==> src/rtl/pwm_capture.sv <==
// rtl/pwm_capture.sv - pulse-train high-time and period capture with valid/ack handshake
//
// Samples PWM_IN through a 2-flop synchronizer and an optional glitch filter.
// The filter is compiled in when PWM_CAPTURE_FILTER_EN is defined. The block
// measures high time and rising-to-rising period in SYSCLK cycles, inclusive
// of the edge cycle, and holds each result until ACK.
//
// Parameters:
//   CNT_W      width of the counters and results
//   FILT_LEN   consecutive differing samples needed to flip the filtered level
//              (2..15, used only with PWM_CAPTURE_FILTER_EN)
// Ports:
//   SYSCLK      fabric clock, rising edge
//   NSYSRESET   asynchronous active-low reset
//   PWM_IN      asynchronous pulse input
//   EN          capture enable; low forces IDLE and drops partial counts
//   ACK         one-cycle pulse; consumes the result and clears sticky flags
//   HIGH_CNT    latched high time
//   PERIOD_CNT  latched period
//   VALID       result available
//   OVERRUN     sticky: a result was dropped while VALID was high
//   TIMEOUT     sticky: a counter saturated before the next edge
module pwm_capture #(
    parameter int CNT_W    = 24,
    parameter int FILT_LEN = 4
) (
    input  logic             SYSCLK,
    input  logic             NSYSRESET,
    input  logic             PWM_IN,
    input  logic             EN,
    input  logic             ACK,
    output logic [CNT_W-1:0] HIGH_CNT,
    output logic [CNT_W-1:0] PERIOD_CNT,
    output logic             VALID,
    output logic             OVERRUN,
    output logic             TIMEOUT
);

    localparam logic [1:0] ST_IDLE = 2'd0;
    localparam logic [1:0] ST_ARM  = 2'd1;
    localparam logic [1:0] ST_HIGH = 2'd2;
    localparam logic [1:0] ST_LOW  = 2'd3;

    localparam logic [CNT_W-1:0] CNT_MAX = '1;
    localparam logic [CNT_W-1:0] CNT_ONE = 1;

    // Marker block: FILT_LEN outside 2..15 shows up in the elaborated hierarchy.
    if (FILT_LEN < 2 || FILT_LEN > 15) begin : g_filt_len_out_of_range
    end

    logic [1:0] sync;
    logic       lvl;
    logic       lvl_d;
    logic       rise;
    logic       fall;

    always_ff @(posedge SYSCLK or negedge NSYSRESET) begin
        if (!NSYSRESET) begin
            sync <= 2'b00;
        end else begin
            sync <= {sync[0], PWM_IN};
        end
    end

`ifdef PWM_CAPTURE_FILTER_EN
    localparam logic [3:0] FILT_LAST = 4'(FILT_LEN - 1);

    logic [3:0] filt_cnt;
    logic       filt_lvl;

    // Counts consecutive samples that disagree with the filtered level; any
    // agreeing sample restarts the run, so short pulses never get through.
    always_ff @(posedge SYSCLK or negedge NSYSRESET) begin
        if (!NSYSRESET) begin
            filt_cnt <= 4'd0;
            filt_lvl <= 1'b0;
        end else if (sync[1] != filt_lvl) begin
            if (filt_cnt == FILT_LAST) begin
                filt_lvl <= sync[1];
                filt_cnt <= 4'd0;
            end else begin
                filt_cnt <= filt_cnt + 4'd1;
            end
        end else begin
            filt_cnt <= 4'd0;
        end
    end

    assign lvl = filt_lvl;
`else
    assign lvl = sync[1];
`endif

    always_ff @(posedge SYSCLK or negedge NSYSRESET) begin
        if (!NSYSRESET) begin
            lvl_d <= 1'b0;
        end else begin
            lvl_d <= lvl;
        end
    end

    assign rise = lvl & ~lvl_d;
    assign fall = ~lvl & lvl_d;

    logic [1:0]       state;
    logic [CNT_W-1:0] high_acc;
    logic [CNT_W-1:0] period_acc;
    logic             measuring;
    logic             sat;
    logic             latch;
    logic             timeout_evt;

    // Saturation takes priority over an edge in the same cycle: the true count
    // would no longer fit, so the measurement is abandoned.
    assign measuring   = EN && (state == ST_HIGH || state == ST_LOW);
    assign sat         = (high_acc == CNT_MAX) || (period_acc == CNT_MAX);
    assign timeout_evt = measuring && sat;
    assign latch       = EN && (state == ST_LOW) && rise && !sat;

    always_ff @(posedge SYSCLK or negedge NSYSRESET) begin
        if (!NSYSRESET) begin
            state      <= ST_IDLE;
            high_acc   <= '0;
            period_acc <= '0;
        end else if (!EN) begin
            state      <= ST_IDLE;
            high_acc   <= '0;
            period_acc <= '0;
        end else begin
            case (state)
                ST_IDLE: begin
                    state      <= ST_ARM;
                    high_acc   <= '0;
                    period_acc <= '0;
                end
                ST_ARM: begin
                    if (rise) begin
                        state      <= ST_HIGH;
                        high_acc   <= CNT_ONE;
                        period_acc <= CNT_ONE;
                    end
                end
                ST_HIGH: begin
                    if (sat) begin
                        state      <= ST_ARM;
                        high_acc   <= '0;
                        period_acc <= '0;
                    end else if (fall) begin
                        state      <= ST_LOW;
                        period_acc <= period_acc + CNT_ONE;
                    end else begin
                        high_acc   <= high_acc + CNT_ONE;
                        period_acc <= period_acc + CNT_ONE;
                    end
                end
                default: begin
                    if (sat) begin
                        state      <= ST_ARM;
                        high_acc   <= '0;
                        period_acc <= '0;
                    end else if (rise) begin
                        state      <= ST_HIGH;
                        high_acc   <= CNT_ONE;
                        period_acc <= CNT_ONE;
                    end else begin
                        period_acc <= period_acc + CNT_ONE;
                    end
                end
            endcase
        end
    end

    // A latch with ACK in the same cycle replaces the result and keeps VALID;
    // a latch against an unacknowledged result is dropped and flagged.
    always_ff @(posedge SYSCLK or negedge NSYSRESET) begin
        if (!NSYSRESET) begin
            HIGH_CNT   <= '0;
            PERIOD_CNT <= '0;
            VALID      <= 1'b0;
            OVERRUN    <= 1'b0;
            TIMEOUT    <= 1'b0;
        end else begin
            if (latch) begin
                if (!VALID || ACK) begin
                    HIGH_CNT   <= high_acc;
                    PERIOD_CNT <= period_acc;
                    VALID      <= 1'b1;
                end
            end else if (ACK) begin
                VALID <= 1'b0;
            end

            if (latch && VALID && !ACK) begin
                OVERRUN <= 1'b1;
            end else if (ACK) begin
                OVERRUN <= 1'b0;
            end

            if (timeout_evt) begin
                TIMEOUT <= 1'b1;
            end else if (ACK) begin
                TIMEOUT <= 1'b0;
            end
        end
    end

endmodule

==> config.mk <==
export PLATFORM = sky130hd
export DESIGN_NAME = pwm_capture
export DESIGN_NICKNAME = d
export VERILOG_FILES = /design/src/rtl/pwm_capture.sv
export SDC_FILE = /design/constraint.sdc
export NUM_CORES = 1
export LEC_CHECK = 0
export BUFFER_PORTS_ARGS = -buffer_cell sky130_fd_sc_hd__buf_2
export CORE_AREA = 2 2 125 127
export CTS_BUF_LIST = sky130_fd_sc_hd__clkbuf_16
export DETAILED_ROUTE_END_ITERATION = 8
export DIE_AREA = 0 0 127 129
export RECOVER_POWER = 25
export SYNTH_ARGS = -nofsm -noshare
export SYNTH_HDL_FRONTEND = slang
export SYNTH_SLANG_ARGS = --single-unit
==> constraint.sdc <==
create_clock -name SYSCLK -period 3.3 [get_ports SYSCLK]
set_input_delay 0.495 -clock SYSCLK [delete_from_list [all_inputs] [get_ports SYSCLK]]
set_output_delay 0.495 -clock SYSCLK [all_outputs]
set_load 0.01 [all_outputs]
==> run metrics <==
synth warn=0; core area=15000 sq um; most frequent cells in the layout=dfrtp_1 (104), buf_2 (54), mux2_2 (48); Main synth FF type=dfrtp_1; peak supply drop=between 0.0002 and 0.00025 V; Slew Limit Fails=43; reg-to-reg endpoint=period_acc[14]; GRT Overall Usage=16.9%; vias in the first global route=between 4k and 5k; Synth Area in XOR/XNOR=0.674%; drt pass-1 iters=4; R2R depth=8; number of fill cells=1465; die area=16400 sq um; Routed Antenna Nets=0; RSZ-0062 raised after global routing=false; largest net degree at the start of global routing=43; Layout area overhead=14.3%; layout cells sized above 1=between 20% and 30%; floorplan row count=45; H-tree levels=3; failing checks=capacitance limit, slew limit; ANT cells=0; Final Net Count=563; fin util=39.7%; status=finished, violations left; Die Y=129 um; Data required, critical path=3560 ps; Top-Level Pins=56; RR Startpoint=high_acc[0]; TritonCTS clock tree=yes; routed wire length=~13 mm; final RePlAce weighted congestion=0.863; worst hold path type=in2reg; Final period util=approximately 88%; power density over cell area=399 nW/um^2; Crit path arrival time=3180 ps; leakage power total=~2.7 nW; clock sink total=104; #FFs+latches synth=approximately 100; f_max=0.343 GHz; vias=4191; CP max FO=17; DP HPWL=9.39 mm; Inserted Clock Buffers=9; Syn Inst Count=504; Worst-path clk slew=around 60 ps; Clock Skews=8.85 ps; Crit Path Category=reg2reg; Async SR Flop Fraction=100%; most common cell after layout, fill and taps aside=dfrtp_1; Syn Std Cell Area=between 5000 and 6000 sq um; R2R Setup Slk=390 ps; Slowest-stage cell, CP=nor3_2; number of distinct library cells after synthesis=56; Pwr Total=approximately 2.4 mW; Final setup viols=0; Max clock buf depth=2; first-iteration detailed-routing DRC count=269; MaxCap Viol Count=1; Starting Density=34.7%; simple-gate share of the synthesized area=18.7%; Post-CTS Hold Fix Bufs=0; Hold Fails Final Rpt=0; Post-Place Worst Slack=412 ps; Setup TNS Final=0 ps; Worst Slack Setup Final=388 ps; Worst Setup SP=high_acc[0]; Adder-Cell Fraction of Synth Area=less than 1%; Synth Area in Compound Gates=between 10% and 20%; WP buf/inv=1; largest family of logic cells by synthesized area=simple AND/OR/NAND/NOR gates; Post-synth EDFFs=0; Worst Setup EP=period_acc[14]; Final Critical Period=2910 ps; register area share after synthesis=50.1%; Critical Path Sink Type=register; startpoint types=register; synthesized area per cell=10.3 sq um; Routed WL per cell=17.6 um; via density per instance=5.60; CTS resizes=0; DRC=0; mux cell area share after synthesis=roughly 11%; Min-Delay Path Depth=1; Die W=127 um; CTS root buf=clkbuf_16; clock network latency to the later pin of the worst-skew pair=350 ps; Worst path depth=8; cell type group with the largest total delay on the critical path=simple AND/OR/NAND/NOR gates; global-route wire length before repair=22.2 mm; CP max stage delay=770 ps; worst-path cell chain=ha_1 > nand3_1 > nor2_1 > a32o_1 > nor3_2 > buf_4 > a41oi_1 > a31oi_1; syn nets=between 500 and 600; Slew @ Worst Pin=between 2000 and 2500 ps; slew margin rel.=-52.5%; PortBufs=55; post-CTS setup buffers=0; gr ovfl total=0; initial antenna violation count=0
## cell families after synthesis
logic type,after synthesis
muxes,53
buffers and inverters,40
AOI/OAI and AO/OA,123
adders and majority gates,2
DFF,104
and+or+nand+nor,178
xor gates and xnor gates,4
## cell usage after synthesis (4+ instances only)
cell / count / area (sq um)
dfrtp_1: 104 / 2600
mux2_2: 48 / 541
nand2_1: 43 / 161
o21ai_0: 40 / 200
a21oi_1: 30 / 150
nand3_1: 30 / 150
nand4_1: 21 / 131
a31oi_1: 17 / 106
nor2_1: 16 / 60.1
clkbuf_1: 14 / 52.6
inv_1: 13 / 48.8
nor3_1: 11 / 55.1
and3_1: 10 / 62.6
nor4_1: 10 / 62.6
buf_2: 9 / 45.0
or3_1: 7 / 43.8
a32o_1: 5 / 50.1
mux2i_1: 5 / 50.1
a21o_1: 4 / 30.0
a22o_1: 4 / 35.0
a41oi_1: 4 / 35.0
and2_1: 4 / 25.0
or4_1: 4 / 30.0
## area by class of cell
class,count,area [sq um],share of cell area (%)
clock buffer,9,225,3.79
clock inverter,6,28.8,0.484
inverter,13,48.8,0.821
multi-input combinational,360,2430,40.9
sequential,104,2600,43.8
tap,188,235,3.96
timing repair buffer,68,372,6.26
## per-layer routing
layer | up-vias | wire [um] | track usage, %
li1 | 1999 | - | -
met1 | 2091 | 6480 | 24.1
met2 | 93 | 6070 | 26.0
met3 | 8 | 518 | 2.66
met4 | 0 | 129 | 6.98
met5 | - | 0 | 0
## sequential cells by signal, summed over array words and instances (netlist names)
register	cells
HIGH_CNT	24
PERIOD_CNT	24
high_acc	24
period_acc	24
state	2
sync	2
OVERRUN	1
TIMEOUT	1
VALID	1
lvl_d	1
## worst min path at each step
stage                   start      endpoint  slack [ps]
finish                 PWM_IN       sync[0]         260
CTS                 NSYSRESET  high_acc[11]         150
global placement      sync[0]       sync[1]         330
global route           PWM_IN       sync[0]         260
detailed placement    sync[0]       sync[1]         340
floorplan           NSYSRESET   HIGH_CNT[0]         200
## worst reg2reg max path, cell delays in order (launching register included)
cell     delay, ps
dfrtp_1        430
ha_1           250
nand3_1        200
nor2_1         160
a32o_1         380
nor3_2         780
buf_4          350
a41oi_1        140
a31oi_1        150
## stage by stage
| stage | hold WS [ps] | area [sq um] | instances |
|---|---|---|---|
| finish | 256 | 5940 | 748 |
| global route | 257 | 5940 | 748 |
| CTS | 152 | 5940 | 748 |
| detailed placement | 336 | 5690 | 733 |
| global placement | 332 | 5690 | 733 |
| floorplan | 199 | 5200 | 504 |
## power by group
part,switching (mW),total (mW),internal [mW]
registers,0.0139,1.30,1.28
clock network,0.450,0.948,0.498
logic,0.0935,0.128,0.0344
total,0.557,2.37,1.82
No activity file was read; power rests on OpenSTA's default activity.
